$ cat src/rtl/macro_fifo4_ptrq_if.sv
`default_nettype none
// ============================================================================
//  Module   : macro_fifo4_ptrq_if
//  Purpose  : Valid/ready handshake bundle for the 4-entry pointer FIFO.
//             Write side: i_valid / i_ready / i_data.
//             Read side : o_valid / o_ready / o_data, plus o_count occupancy.
//  Modports : master - producer/consumer side (drives i_valid, i_data, o_ready)
//             slave  - FIFO side (drives i_ready, o_valid, o_data, o_count)
//  Revision : 1.0 - initial release
// ============================================================================
interface macro_fifo4_ptrq_if #(
  parameter int WIDTH = 32
);
  logic             i_valid;
  logic             i_ready;
  logic [WIDTH-1:0] i_data;
  logic             o_valid;
  logic             o_ready;
  logic [WIDTH-1:0] o_data;
  logic [2:0]       o_count;

  modport master (
    output i_valid, i_data, o_ready,
    input  i_ready, o_valid, o_data, o_count
  );

  modport slave (
    input  i_valid, i_data, o_ready,
    output i_ready, o_valid, o_data, o_count
  );
endinterface
`default_nettype wire

$ cat src/rtl/macro_fifo4_ptrq.sv
`default_nettype none
// ============================================================================
//  Module   : macro_rom_incr2
//  Purpose  : 2-bit wrapping increment table. q = a+1 mod 4, c = 1 on 3->0.
//  Ports    : a (in, 2) current pointer; q (out, 2) next pointer;
//             c (out, 1) wrap carry
//  Revision : 1.0 - initial release
// ============================================================================
module macro_rom_incr2 (
  input  logic [1:0] a,
  output logic [1:0] q,
  output logic       c
);
  always_comb begin
    q = 2'd0;
    c = 1'b0;
    case (a)
      2'd0: begin q = 2'd1; c = 1'b0; end
      2'd1: begin q = 2'd2; c = 1'b0; end
      2'd2: begin q = 2'd3; c = 1'b0; end
      default: begin q = 2'd0; c = 1'b1; end
    endcase
  end
endmodule

// ============================================================================
//  Module   : macro_fifo4_ptrq
//  Purpose  : 4-entry synchronous FIFO with 2-bit wrapping pointers plus a
//             wrap bit per pointer to tell full from empty. Combinational
//             read of the head entry, no bypass.
//  Ports    : clk    (in)  rising-edge clock
//             resetn (in)  synchronous active-low reset
//             bus    (slave modport) i_valid/i_ready/i_data write side,
//                    o_valid/o_ready/o_data read side, o_count occupancy
//  Revision : 1.0 - initial release
// ============================================================================
module macro_fifo4_ptrq #(
  parameter int WIDTH = 32
) (
  input  wire                 clk,
  input  wire                 resetn,
  macro_fifo4_ptrq_if.slave   bus
);
  logic [1:0]       r_wptr;
  logic [1:0]       r_rptr;
  logic             r_wwrap;
  logic             r_rwrap;
  logic [2:0]       r_cnt;
  logic [WIDTH-1:0] r_mem [0:3];

  logic [1:0]       w_wq;
  logic             w_wc;
  logic [1:0]       w_rq;
  logic             w_rc;
  logic             w_empty;
  logic             w_full;
  logic             w_push;
  logic             w_pop;
  logic [2:0]       w_occ;

  macro_rom_incr2 u_wincr (.a(r_wptr), .q(w_wq), .c(w_wc));
  macro_rom_incr2 u_rincr (.a(r_rptr), .q(w_rq), .c(w_rc));

  // Equal pointers mean empty or full; the wrap bits break the tie.
  assign w_empty = (r_wptr == r_rptr) && (r_wwrap == r_rwrap);
  assign w_full  = (r_wptr == r_rptr) && (r_wwrap != r_rwrap);

  // Flags come only from registered state, so handshakes never loop back.
  assign bus.i_ready = !w_full;
  assign bus.o_valid = !w_empty;
  assign bus.o_data  = r_mem[r_rptr];
  assign bus.o_count = r_cnt;

  assign w_push = bus.i_valid && !w_full;
  assign w_pop  = bus.o_ready && !w_empty;

  // Occupancy implied by the pointers; must always match the counter.
  assign w_occ = {r_wwrap ^ r_rwrap, r_wptr} - {1'b0, r_rptr};

  always_ff @(posedge clk) begin
    if (!resetn) begin
      r_wptr  <= 2'd0;
      r_rptr  <= 2'd0;
      r_wwrap <= 1'b0;
      r_rwrap <= 1'b0;
      r_cnt   <= 3'd0;
    end else begin
      if (w_push) begin
        r_wptr  <= w_wq;
        r_wwrap <= r_wwrap ^ w_wc;
      end
      if (w_pop) begin
        r_rptr  <= w_rq;
        r_rwrap <= r_rwrap ^ w_rc;
      end
      case ({w_push, w_pop})
        2'b10:   r_cnt <= r_cnt + 3'd1;
        2'b01:   r_cnt <= r_cnt - 3'd1;
        default: r_cnt <= r_cnt;
      endcase
    end
  end

  // Storage is deliberately left out of reset.
  always_ff @(posedge clk) begin
    if (resetn && w_push) begin
      r_mem[r_wptr] <= bus.i_data;
    end
  end

  a_cnt_matches_ptrs: assert property (
    @(posedge clk) disable iff (!resetn) r_cnt == w_occ
  );
endmodule
`default_nettype wire

$ cat src/flat_wrapper.sv
// flat-port wrapper written by rule: the top's interface ports become plain ports
module macro_fifo4_ptrq_flat 
#(
  parameter int WIDTH = 32
)
  (clk, resetn, bus_i_valid, bus_i_data, bus_o_ready, bus_i_ready, bus_o_valid, bus_o_data, bus_o_count);
  macro_fifo4_ptrq_if #(.WIDTH(WIDTH)) bus_i ();
  input  wire clk;
  input  wire resetn;
  input wire logic [$bits(bus_i.i_valid)-1:0] bus_i_valid;
  input wire logic [$bits(bus_i.i_data)-1:0] bus_i_data;
  input wire logic [$bits(bus_i.o_ready)-1:0] bus_o_ready;
  output wire logic [$bits(bus_i.i_ready)-1:0] bus_i_ready;
  output wire logic [$bits(bus_i.o_valid)-1:0] bus_o_valid;
  output wire logic [$bits(bus_i.o_data)-1:0] bus_o_data;
  output wire logic [$bits(bus_i.o_count)-1:0] bus_o_count;
  assign bus_i.i_valid = bus_i_valid;
  assign bus_i.i_data = bus_i_data;
  assign bus_i.o_ready = bus_o_ready;
  assign bus_i_ready = bus_i.i_ready;
  assign bus_o_valid = bus_i.o_valid;
  assign bus_o_data = bus_i.o_data;
  assign bus_o_count = bus_i.o_count;
  macro_fifo4_ptrq #(.WIDTH(WIDTH)) u_core (.clk(clk), .resetn(resetn), .bus(bus_i));
endmodule
$ cat config.mk
export PLATFORM = sky130hd
export DESIGN_NAME = macro_fifo4_ptrq_flat
export DESIGN_NICKNAME = d
export VERILOG_FILES = /design/src/rtl/macro_fifo4_ptrq_if.sv /design/src/rtl/macro_fifo4_ptrq.sv /design/src/flat_wrapper.sv
export SDC_FILE = /design/constraint.sdc
export NUM_CORES = 1
export LEC_CHECK = 0
export BUFFER_PORTS_ARGS = -buffer_cell sky130_fd_sc_hd__buf_4
export CORE_MARGIN = 2
export CORE_UTILIZATION = 30
export CTS_CLUSTER_DIAMETER = 40
export DETAILED_ROUTE_END_ITERATION = 6
export GPL_TIMING_DRIVEN = 0
export MAX_ROUTING_LAYER = met4
export REMOVE_ABC_BUFFERS = 1
export SETUP_SLACK_MARGIN = 0.05
export SLEW_MARGIN = 20
export SYNTH_ARGS = -nofsm -noshare
export SYNTH_HDL_FRONTEND = slang
export SYNTH_SLANG_ARGS = --single-unit
$ cat constraint.sdc
create_clock -name clk -period 6.3 [get_ports clk]
set_clock_uncertainty 0.1 [all_clocks]
set_input_delay 0.945 -clock clk [delete_from_list [all_inputs] [get_ports clk]]
set_output_delay 0.945 -clock clk [all_outputs]
set_load 0.05 [all_outputs]
# Word level (Yosys, flattened, before mapping)
# Memories as Yosys holds them, arrays and structs flattened. A register that Yosys moved wholly into a read port is not among the register bits.
# Index checks and enable logic that the tools add are counted.
# totals
register_bits	9
mem_bits_rw	128
in_bits	36
out_inout_bits	37
word_cells	40
n_memories	1
# memory_table
name	depth	width	rd	rd_ports_with_merged_regs	write_ports	line	rtl
u_core.r_mem	4	32	1	1	1	macro_fifo4_ptrq.sv:49	logic [WIDTH-1:0] r_mem [0:3];
# classes
addsub	2
eq_ne	9
muxes	9
bitwise_logic	2
reduce_logical	12
# ops
op	n
$pmux 2 s3	2
$eq 2x1->1 const B	3
$eq 2x2->1 const B	3
$pmux 3 s2	1
$reduce_or 3->1	2
$logic_and 1x1->1	5
$logic_not 2->1	2
$mux 1	4
$mux 2	2
$add 3x1->3 const B	1
$sub 3x1->3 const B	1
$eq 2x2->1	1
$logic_not 1->1	2
$reduce_bool 2->1	1
$xor 1x1->1	2
$eq 1x1->1	1
$ne 1x1->1	1

# Logic depth before layout (Yosys ltp)
# Gate-level depths: netlist of the first run.
# depth
depth_word	7
depth_mapped	8
depth_no_buf	8

# Cells and area by module
# A second synthesis of the first run with hierarchy kept.
# unflattened
hier_cells	257
hier_area_um2	5385.2
# by_module_without_submodules
mod	n_inst	cells_per_inst	area_each_um2	seq_area_each_um2
macro_fifo4_ptrq	1	245	5282.6	4063.9
macro_rom_incr2	2	6	51.3	0.0

# Worst setup path before layout of the first run
# No wires, ideal clock.
# synth_timing
kind	input port to flip-flop
from	in resetn
to	mem u_core.r_mem[3][0] (enable)
setup_time_ns	0.468
arrival_ns	3.858
required_time_ns	5.732
slack_ns	1.874
stages	4
n_path_buf	2
path_cell_list	clkbuf_1 -> inv_1 -> clkbuf_1 -> nor3b_1
# synth_via
elab_chain_len	3
# synth_rtl
element	line	rtl
from (decl)	flat_wrapper.sv:9	input wire resetn;
$logic_and 1x1->1	macro_fifo4_ptrq.sv:106	if (resetn && w_push) begin
$mux 1	macro_fifo4_ptrq.sv:106	
$mux 1 (implied by the code)	macro_fifo4_ptrq.sv:107	r_mem[r_wptr] <= bus.i_data;
to (decl)	macro_fifo4_ptrq.sv:49	
# No other way between the ends.

==> results.toml, run 1 <==
[die]
die_h_um = 137
rows = 48
die_w_um = 137
die_area_um2 = 18800
initial_core_util = 0.307
coreArea_um2 = 17400
ios = 73

[logic_synthesis]
synth_most_common_cell = "edfxtp_1"
ys_seq_area_frac = 0.763
ys_types = 35
ys_warn_count = 0
ys.flop_type = "edfxtp_1"
synth.cells.most_frequent = "edfxtp_1 (128), mux4_2 (32), dfxtp_1 (11), ha_1 (8), nand2_1 (7)"
avgSynthCellArea_um2 = 21.5
yosysTopAreaCellShare = 0.721
synth_top_area_cell = "edfxtp_1"
ys_seq_elements = 139
synthTopCellsByArea = "edfxtp_1 (72%), mux4_2 (14%), dfxtp_1 (4.1%)"
async_flop_share = 0
postSynthCellCount = 248
synth_edf_count = 128
syn_area_um2 = 5330

[finish]
fin_util = 0.396
fill_cells = 1557
drive_gt1_frac = 0.431
n_antenna_cell = 0
postLayoutCellArea_um2 = 6870
final_nets = 382
area_growth_pct = 28.8

[clocking]
holdBufCountCts = 0
clkTransAtPathRegs_ns = 0.06
cts_tree = "done"
cts_buffer_depth = 2
htreeDepth = 4
clock_latency_ns = 0.42
numCtsBuffers = 17
cts_sinks = 139
cts_root_buf = "clkbuf_16"
ctsResizeCount = 0
post_cts_buffers = 0

[grt]
grt_max_degree = 33
grt_pass1_wl_mm = 15.5
grt_pass1_vias = 2961
grt.total_usage = 0.118
grt-ovfl-total = 0
grt_antenna_before_repair = 0

[timing]
finalMaxSlewViolations = 0
max_slew_margin = 0.544
rsz0062_at_grt = "false"
setup_slack_ns = 3.21
tightest_slew_ns = 0.684
hold_viol = 0
setup_viol = 0
fin_crit_sh = 0.491
fmax_mhz = 323
fin_crit_ns = 3.09

[hold_path]
min_path_type = "register to register"

[critical_path]
worst-endpoint-required_ns = 5.25
critical_path.max_stage_delay_ns = 0.79
crit_slowest_cell = "dfxtp_4"
cp.arrival_ns = 2.05
critical_path_class = "register to output pin"
worstPathCellList = "mux4_2 > buf_4"
crit_fanout = 32
start_kind = "register"
crit_path_end_kind = "output pin"

[placed_design]
dpl_cell_area_um2 = 6270
dp_slack_ns = 3.54
io_buffers = 72
gp_routability_congestion = 0.742
dp_hpwl_mm = 6.64

[pwr]
power_density_nw_per_um2 = 477
power_leakage_nw = 2.36
p_sw_frac = 0.351
power_switching_mw = 1.15
pwr-share-seq = 0.369
clockPowerShare = 0.305
p_int_mw = 2.13
vdd_drop_max_mv = 0.256
comb_power_share = 0.326

[route]
finalWirelength_mm = 10.0
ant_nets = 0
firstDrtPassIters = 4
drt-initial-drc-count = 102
vias = 2702
viasPerCell = 4.70
drc = 0
post_drt_wl_per_cell_um = 17.5

[outcome]
status = "finished, final reports clean"

[run]
drv_cap = 0
-- per-layer routing --
layer,global-route usage,part of all wire,vias up
met5,-,0,-
met4,0.0550,0.019,0
met3,0.0412,0.053,17
met2,0.190,0.51,72
met1,0.131,0.42,1404
li1,-,-,1209
-- cells in the final DEF, fill, tap and decap left out, types with 2 or more instances in the layout --
cell       count
clkinv_2       6
buf_16         4
edfxtp_1     128
nor3_1         2
dfxtp_1        9
o32ai_1        2
nand3_1        2
xnor2_1        4
buf_4         75
mux4_2        32
a21oi_1        3
inv_1          6
and4_2         3
bufinv_16      3
clkbuf_16     17
nand2_1        7
nor2_1         4
or4_1          2
clkinv_4       3
xor2_1         4
a211oi_1       2
a211o_1        3
ha_1           8
-- cells by family (layout without fill, tap and decap cells) --
family	after synthesis	count (layout)	share of synthesized area
AND/OR/NAND/NOR	25	25	0.0265
adder cells (fa/ha/maj)	9	9	0.0225
multiplexers	33	33	0.137
buffers and inverters	16	118	0.0122
XOR/XNOR	8	8	0.0131
flip-flops	139	139	0.763
AO/OA/AOI/OAI	18	18	0.0258
-- state kept, by name, indices dropped and copies added, names as in the netlist, named ones only --
| register | cells |
|---|---|
| u_core.r_rptr | 2 |
| u_core.r_wwrap | 1 |
| u_core.r_mem | 128 |
| u_core.bus.o_count | 3 |
| u_core.r_wptr | 2 |
| u_core.r_rwrap | 1 |
-- power by group through the flow --
stage | Sequential, mW | Clock, mW | Combinational (mW)
final | 1.21 | 1.00 | 1.07
after global routing | 1.23 | 1.06 | 1.13
after CTS | 1.22 | 1.03 | 1.08
after detailed placement | 1.24 | 0 | 1.08
after global placement | 1.25 | 0 | 1.03
after floorplan | 1.23 | 0 | 0.731
-- final cells by class --
cell class | count | area, um2 | share of cell area
flip-flops and latches | 139 | 4070 | 0.593
multi-input cells | 93 | 1210 | 0.176
repair buffers | 80 | 684 | 0.0997
clock buffers | 17 | 425 | 0.0620
well taps | 225 | 282 | 0.0410
clock inverters | 15 | 174 | 0.0253
inverters | 6 | 22.5 | 0.00328
-- critical path, delay by kind of cell (launching register included) --
kind	cells	cell delay, ns
DFF	1	0.79
buffers and inverters	1	0.21
muxes	1	0.62
-- final timing paths --
| kind | start | to | slack [ns] | depth (start not counted) |
|---|---|---|---|---|
| worst max-delay path | register | bus_o_data[0] | 3.21 | 2 |
| worst min-delay path | u_core.bus.o_count[2] | u_core.bus.o_count[2] | 0.43 | 2 |
| worst max register to register | u_core.r_wptr[0] | u_core.bus.o_count[2] | 3.71 | 8 |
| worst min register to register | u_core.bus.o_count[2] | u_core.bus.o_count[2] | 0.43 | 2 |
-- through the flow --
| step | cells | hold WS [ns] | TNS, ns | total power [mW] |
|---|---|---|---|---|
| 2_1_floorplan | 238 | 0.402 | 0 | 1.96 |
| 3_3_place_gp | 535 | 0.381 | -4.09 | 2.28 |
| 3_5_place_dp | 543 | 0.403 | 0 | 2.31 |
| 4_1_cts | 575 | 0.412 | 0 | 3.32 |
| 5_1_grt | 575 | 0.447 | 0 | 3.42 |
| 6_report | 575 | 0.431 | 0 | 3.28 |
No activity file was read; power rests on OpenSTA's default activity.
==> run 2: changes to the inputs <==
==> constraint.sdc (replaced) <==
create_clock -name clk -period 2.8 [get_ports clk]
set_clock_uncertainty 0.1 [all_clocks]
set_input_delay 0.42 -clock clk [delete_from_list [all_inputs] [get_ports clk]]
set_output_delay 0.42 -clock clk [all_outputs]
set_load 0.05 [all_outputs]
==> run 2 against run 1 <==
  * Flip-flop and latch count did not move
  * Final area barely moved
  * First-iteration DRC count rose by 7.8%
  * Wire length barely moved
  * Register-to-register slack got worse by 3.4 ns
  * Count of clock-buffer cells in the layout did not move
  * Combinational power rose by 130%
  * Core utilization barely moved
  * Largest cell class unchanged
==> results.toml, run 2 (synthesis results as in run 1) <==
[timing]
fin_crit_ns = 2.57
rsz0062_at_grt = "false"
hold_ws_ns = 0.0971
tightest_slew_ns = 0.684
hold_viol = 0
fmax_mhz = 390
finalMaxSlewViolations = 0
max_slew_margin = 0.544
setup_viol = 0
fin_tns_setup_ns = 0
fin_crit_sh = 0.917

[grt]
top_usage_layer = "met2"
grt-ovfl-total = 0
grt_max_degree = 33
met1_usage = 0.131
grt_pass1_wl_mm = 15.5
grt_pass1_vias = 2961
grt_antenna_before_repair = 0
grt.total_usage = 0.118
use_met2 = 0.190
use_met3 = 0.0412

[pwr]
power_leakage_nw = 2.36
power_density_nw_per_um2 = 1070
vdd_drop_max_mv = 0.576

[critical_path]
crit_fanout = 32
rrSetupSlack_ns = 0.31
start_kind = "register"
crit_path_end_kind = "output pin"
cp.arrival_ns = 2.05
critical_path_class = "register to output pin"
r2r-start = "u_core.r_wwrap"
timing.rr.end = "u_core.bus.o_count[2]"
worst-r2r-cell-count = 8
worst-endpoint-required_ns = 2.28

[route]
viasPerCell = 4.70
post_drt_wl_per_cell_um = 17.5
drt-initial-drc-count = 110
drc = 0
finalWirelength_mm = 10.0
firstDrtPassIters = 4
vias = 2701
ant_nets = 0

[clocking]
clkTransAtPathRegs_ns = 0.06
clock_latency_ns = 0.42
htreeDepth = 4
cts_sinks = 139
cts_tree = "done"
numCtsBuffers = 17
cts_root_buf = "clkbuf_16"
cts_buffer_depth = 2

[finish]
largest_reg_flops = 128
multi_input_area_um2 = 1210
regMostFlops = "u_core.r_mem"
drive_gt1_frac = 0.434
fin_util = 0.396
final_nets = 382
regArea_um2 = 4070
area_growth_pct = 28.9
n_antenna_cell = 0
postLayoutCellArea_um2 = 6870
layout_commonest_cell = "edfxtp_1"
layout_common_cells = "edfxtp_1 (128), buf_4 (75), mux4_2 (32)"
fill_cells = 1557

[hold_path]
hp-start = "bus_i_data[29]"
hold_path_depth = 1
min_path_type = "input port to register"
whs_endpoint = "u_core.r_mem[3][29]"

[placed_design]
dpl_cell_area_um2 = 6270
io_buffers = 72
dp_hpwl_mm = 6.64
gp_routability_congestion = 0.742

[die]
die_w_um = 137
coreArea_um2 = 17400
die_area_um2 = 18800
ios = 73
initial_core_util = 0.307
die_h_um = 137
rows = 48

[run]
drv_cap = 0

[outcome]
status = "finished, final reports clean"
==> run 2: layer usage <==
| layer | vias up | part of all wire | routed length, um |
|---|---|---|---|
| met5 | - | 0 | 0 |
| li1 | 1211 | - | - |
| met2 | 70 | 0.51 | 5140 |
| met4 | 0 | 0.020 | 201 |
| met3 | 19 | 0.054 | 538 |
| met1 | 1401 | 0.41 | 4160 |
==> run 2: worst max-delay path: stages, from the launching register on <==
cell and delay (ns):
dfxtp_4 0.79, mux4_2 0.62, buf_4 0.21
==> run 2: worst max-delay path by stage <==
stage                                  to  depth (start not counted)
detailed placement  u_core.bus.o_count[2]                          8
floorplan              u_core.r_mem[3][0]                          3
global placement       u_core.r_mem[3][7]                          3
finish                      bus_o_data[0]                          2
CTS                         bus_o_data[0]                          2
global route                bus_o_data[0]                          2
==> run 2: through the flow <==
step	setup slack, ns	instances	total power [mW]
6_report	0.233	575	7.38
4_1_cts	0.140	575	7.48
3_5_place_dp	0.248	543	5.20
3_3_place_gp	-3.18	535	5.13
5_1_grt	0.0773	575	7.70
2_1_floorplan	-1.08	238	4.41
==> run 2: layout make-up <==
class | count | area share
Clock inverter | 15 | 0.0253
Multi-Input combinational cell | 93 | 0.177
Clock buffer | 17 | 0.0619
Inverter | 6 | 0.00328
Sequential cell | 139 | 0.592
Timing Repair Buffer | 80 | 0.0996
Tap cell | 225 | 0.0410
==> run 2: what timing repair did <==
item | 4_1_cts | 5_1_grt
gates resized for setup | 0 | 1
setup endpoints to repair | 0 | 1
setup buffers | 0 | 0
hold buffers | 0 | 0
==> run 2: where the power goes <==
part	internal (mW)	switching (mW)
clock network	1.40	0.851
logic	0.899	1.51
registers	2.49	0.232
==> run 3: changes to the inputs <==
--- a/config.mk
+++ b/config.mk
@@ -12,7 +12,6 @@
 export DETAILED_ROUTE_END_ITERATION = 6
 export GPL_TIMING_DRIVEN = 0
 export MAX_ROUTING_LAYER = met4
-export REMOVE_ABC_BUFFERS = 1
 export SETUP_SLACK_MARGIN = 0.05
 export SLEW_MARGIN = 20
 export SYNTH_ARGS = -nofsm -noshare
==> run 3 against run 2 <==
  * Sequential power shrank 6%
  * Combinational power grew 6%
  * Critical path type unchanged
  * Register-to-register slack lost 0.02 ns
  * Fmax shrank 0.71%
  * Total power grew 1.8%
  * First-iteration DRC count grew 58%
  * Global-route usage grew 0.67 points
==> results.toml, run 3 (synthesis results as in run 1) <==
[outcome]
status = "finished, final reports clean"

[route]
drt-initial-drc-count = 174
drc = 0
post_drt_wl_per_cell_um = 18.2
firstDrtPassIters = 4
finalWirelength_mm = 10.5
viasPerCell = 4.63
ant_nets = 0
vias = 2679

[timing]
fmax_mhz = 387
setup_slack_ns = 0.215
tightest_slew_ns = 0.771
fin_crit_ns = 2.59
max_slew_margin = 0.485
finalMaxSlewViolations = 0
rsz0062_at_grt = "false"
setup_viol = 0
fin_crit_sh = 0.923
hold_viol = 0
fin_tns_setup_ns = 0

[die]
rows = 48
die_w_um = 137
die_h_um = 137
coreArea_um2 = 17400
die_area_um2 = 18800
ios = 73
initial_core_util = 0.307

[finish]
fin_cells = 579
layout_common_cells = "edfxtp_1 (128), buf_4 (70), mux4_2 (32)"
area_growth_pct = 28.8
fin_util = 0.396
layout_commonest_cell = "edfxtp_1"
n_antenna_cell = 0
drive_gt1_frac = 0.407
postLayoutCellArea_um2 = 6870
final_nets = 387
largest_reg_flops = 128
fill_cells = 1562
regMostFlops = "u_core.r_mem"

[clocking]
post_cts_buffers = 0
cts_root_buf = "clkbuf_16"
clock_latency_ns = 0.41
numCtsBuffers = 17
htreeDepth = 4
ctsResizeCount = 0
cts_sinks = 139
clkTransAtPathRegs_ns = 0.06
holdBufCountCts = 0
cts_buffer_depth = 2
cts_tree = "done"

[grt]
grt_antenna_before_repair = 0
grt-ovfl-total = 0
grt.total_usage = 0.124
grt_pass1_wl_mm = 16.2
grt_pass1_vias = 2937
grt_max_degree = 22

[pwr]
power_density_nw_per_um2 = 1090
vdd_drop_max_mv = 0.516
power_leakage_nw = 2.35

[critical_path]
worstPathCellList = "clkbuf_1 > mux4_2 > buf_4"
start_kind = "register"
worst-endpoint-required_ns = 2.28
crit_slowest_cell = "clkbuf_1"
crit_path_end_kind = "output pin"
crit_fanout = 10
critical_path.max_stage_delay_ns = 0.57
critical_path_class = "register to output pin"
cp.arrival_ns = 2.07

[placed_design]
dp_slack_ns = 0.212
dpl_cell_area_um2 = 6240
gp_routability_congestion = 0.762
dp_hpwl_mm = 6.76
io_buffers = 70
dp.cells = 548

[logic_synthesis]
syn_nets = 293

[run]
drv_cap = 0

[hold_path]
min_path_type = "input port to register"
-- run 3: critical path, delay by kind of cell, from the launching register on --
| family | cells | cell delay (ns) |
|---|---|---|
| buf+inv | 2 | 0.78 |
| flops | 1 | 0.43 |
| mux | 1 | 0.43 |
-- run 3: where the power goes --
group          internal (mW)  switching, mW  total [mW]
Sequential              2.48         0.0926        2.57
Combinational          0.888           1.66        2.55
Clock                   1.56          0.820        2.38
-- run 3: final timing paths --
kind / from / endpoint / slack (ns) / cells after the start
max: register / bus_o_data[16] / 0.21 / 3
min: bus_i_data[2] / u_core.r_mem[0][2] / 0.1 / 1
max reg2reg: u_core.r_rptr[1] / u_core.bus.o_count[2] / 0.29 / 8
min reg2reg: u_core.bus.o_count[2] / u_core.bus.o_count[2] / 0.40 / 2
-- run 3: stage by stage --
| stage | total power, mW | hold WS (ns) |
|---|---|---|
| finish | 7.50 | 0.0984 |
| global route | 7.84 | 0.0796 |
| CTS | 7.61 | 0.0856 |
| detailed placement | 5.20 | 0.388 |
| global placement | 5.15 | 0.384 |
| floorplan | 4.43 | 0.402 |
-- run 3: layout make-up --
class,count,area [um2],area share
Clock inverter,14,200,0.0292
Multi-Input combinational cell,93,1210,0.177
Inverter,6,22.5,0.00328
Buffer,10,45.0,0.00656
Sequential cell,139,4060,0.592
Timing Repair Buffer,75,612,0.0891
Tap cell,225,282,0.0410
Clock buffer,17,425,0.0620
-- run 3: routing by layer --
| layer | vias to the layer above | GRT usage | share of wire |
|---|---|---|---|
| met3 | 12 | 0.0401 | 0.051 |
| li1 | 1225 | - | - |
| met4 | 0 | 0.0498 | 0.012 |
| met2 | 76 | 0.205 | 0.53 |
| met1 | 1366 | 0.140 | 0.41 |
| met5 | - | - | 0 |
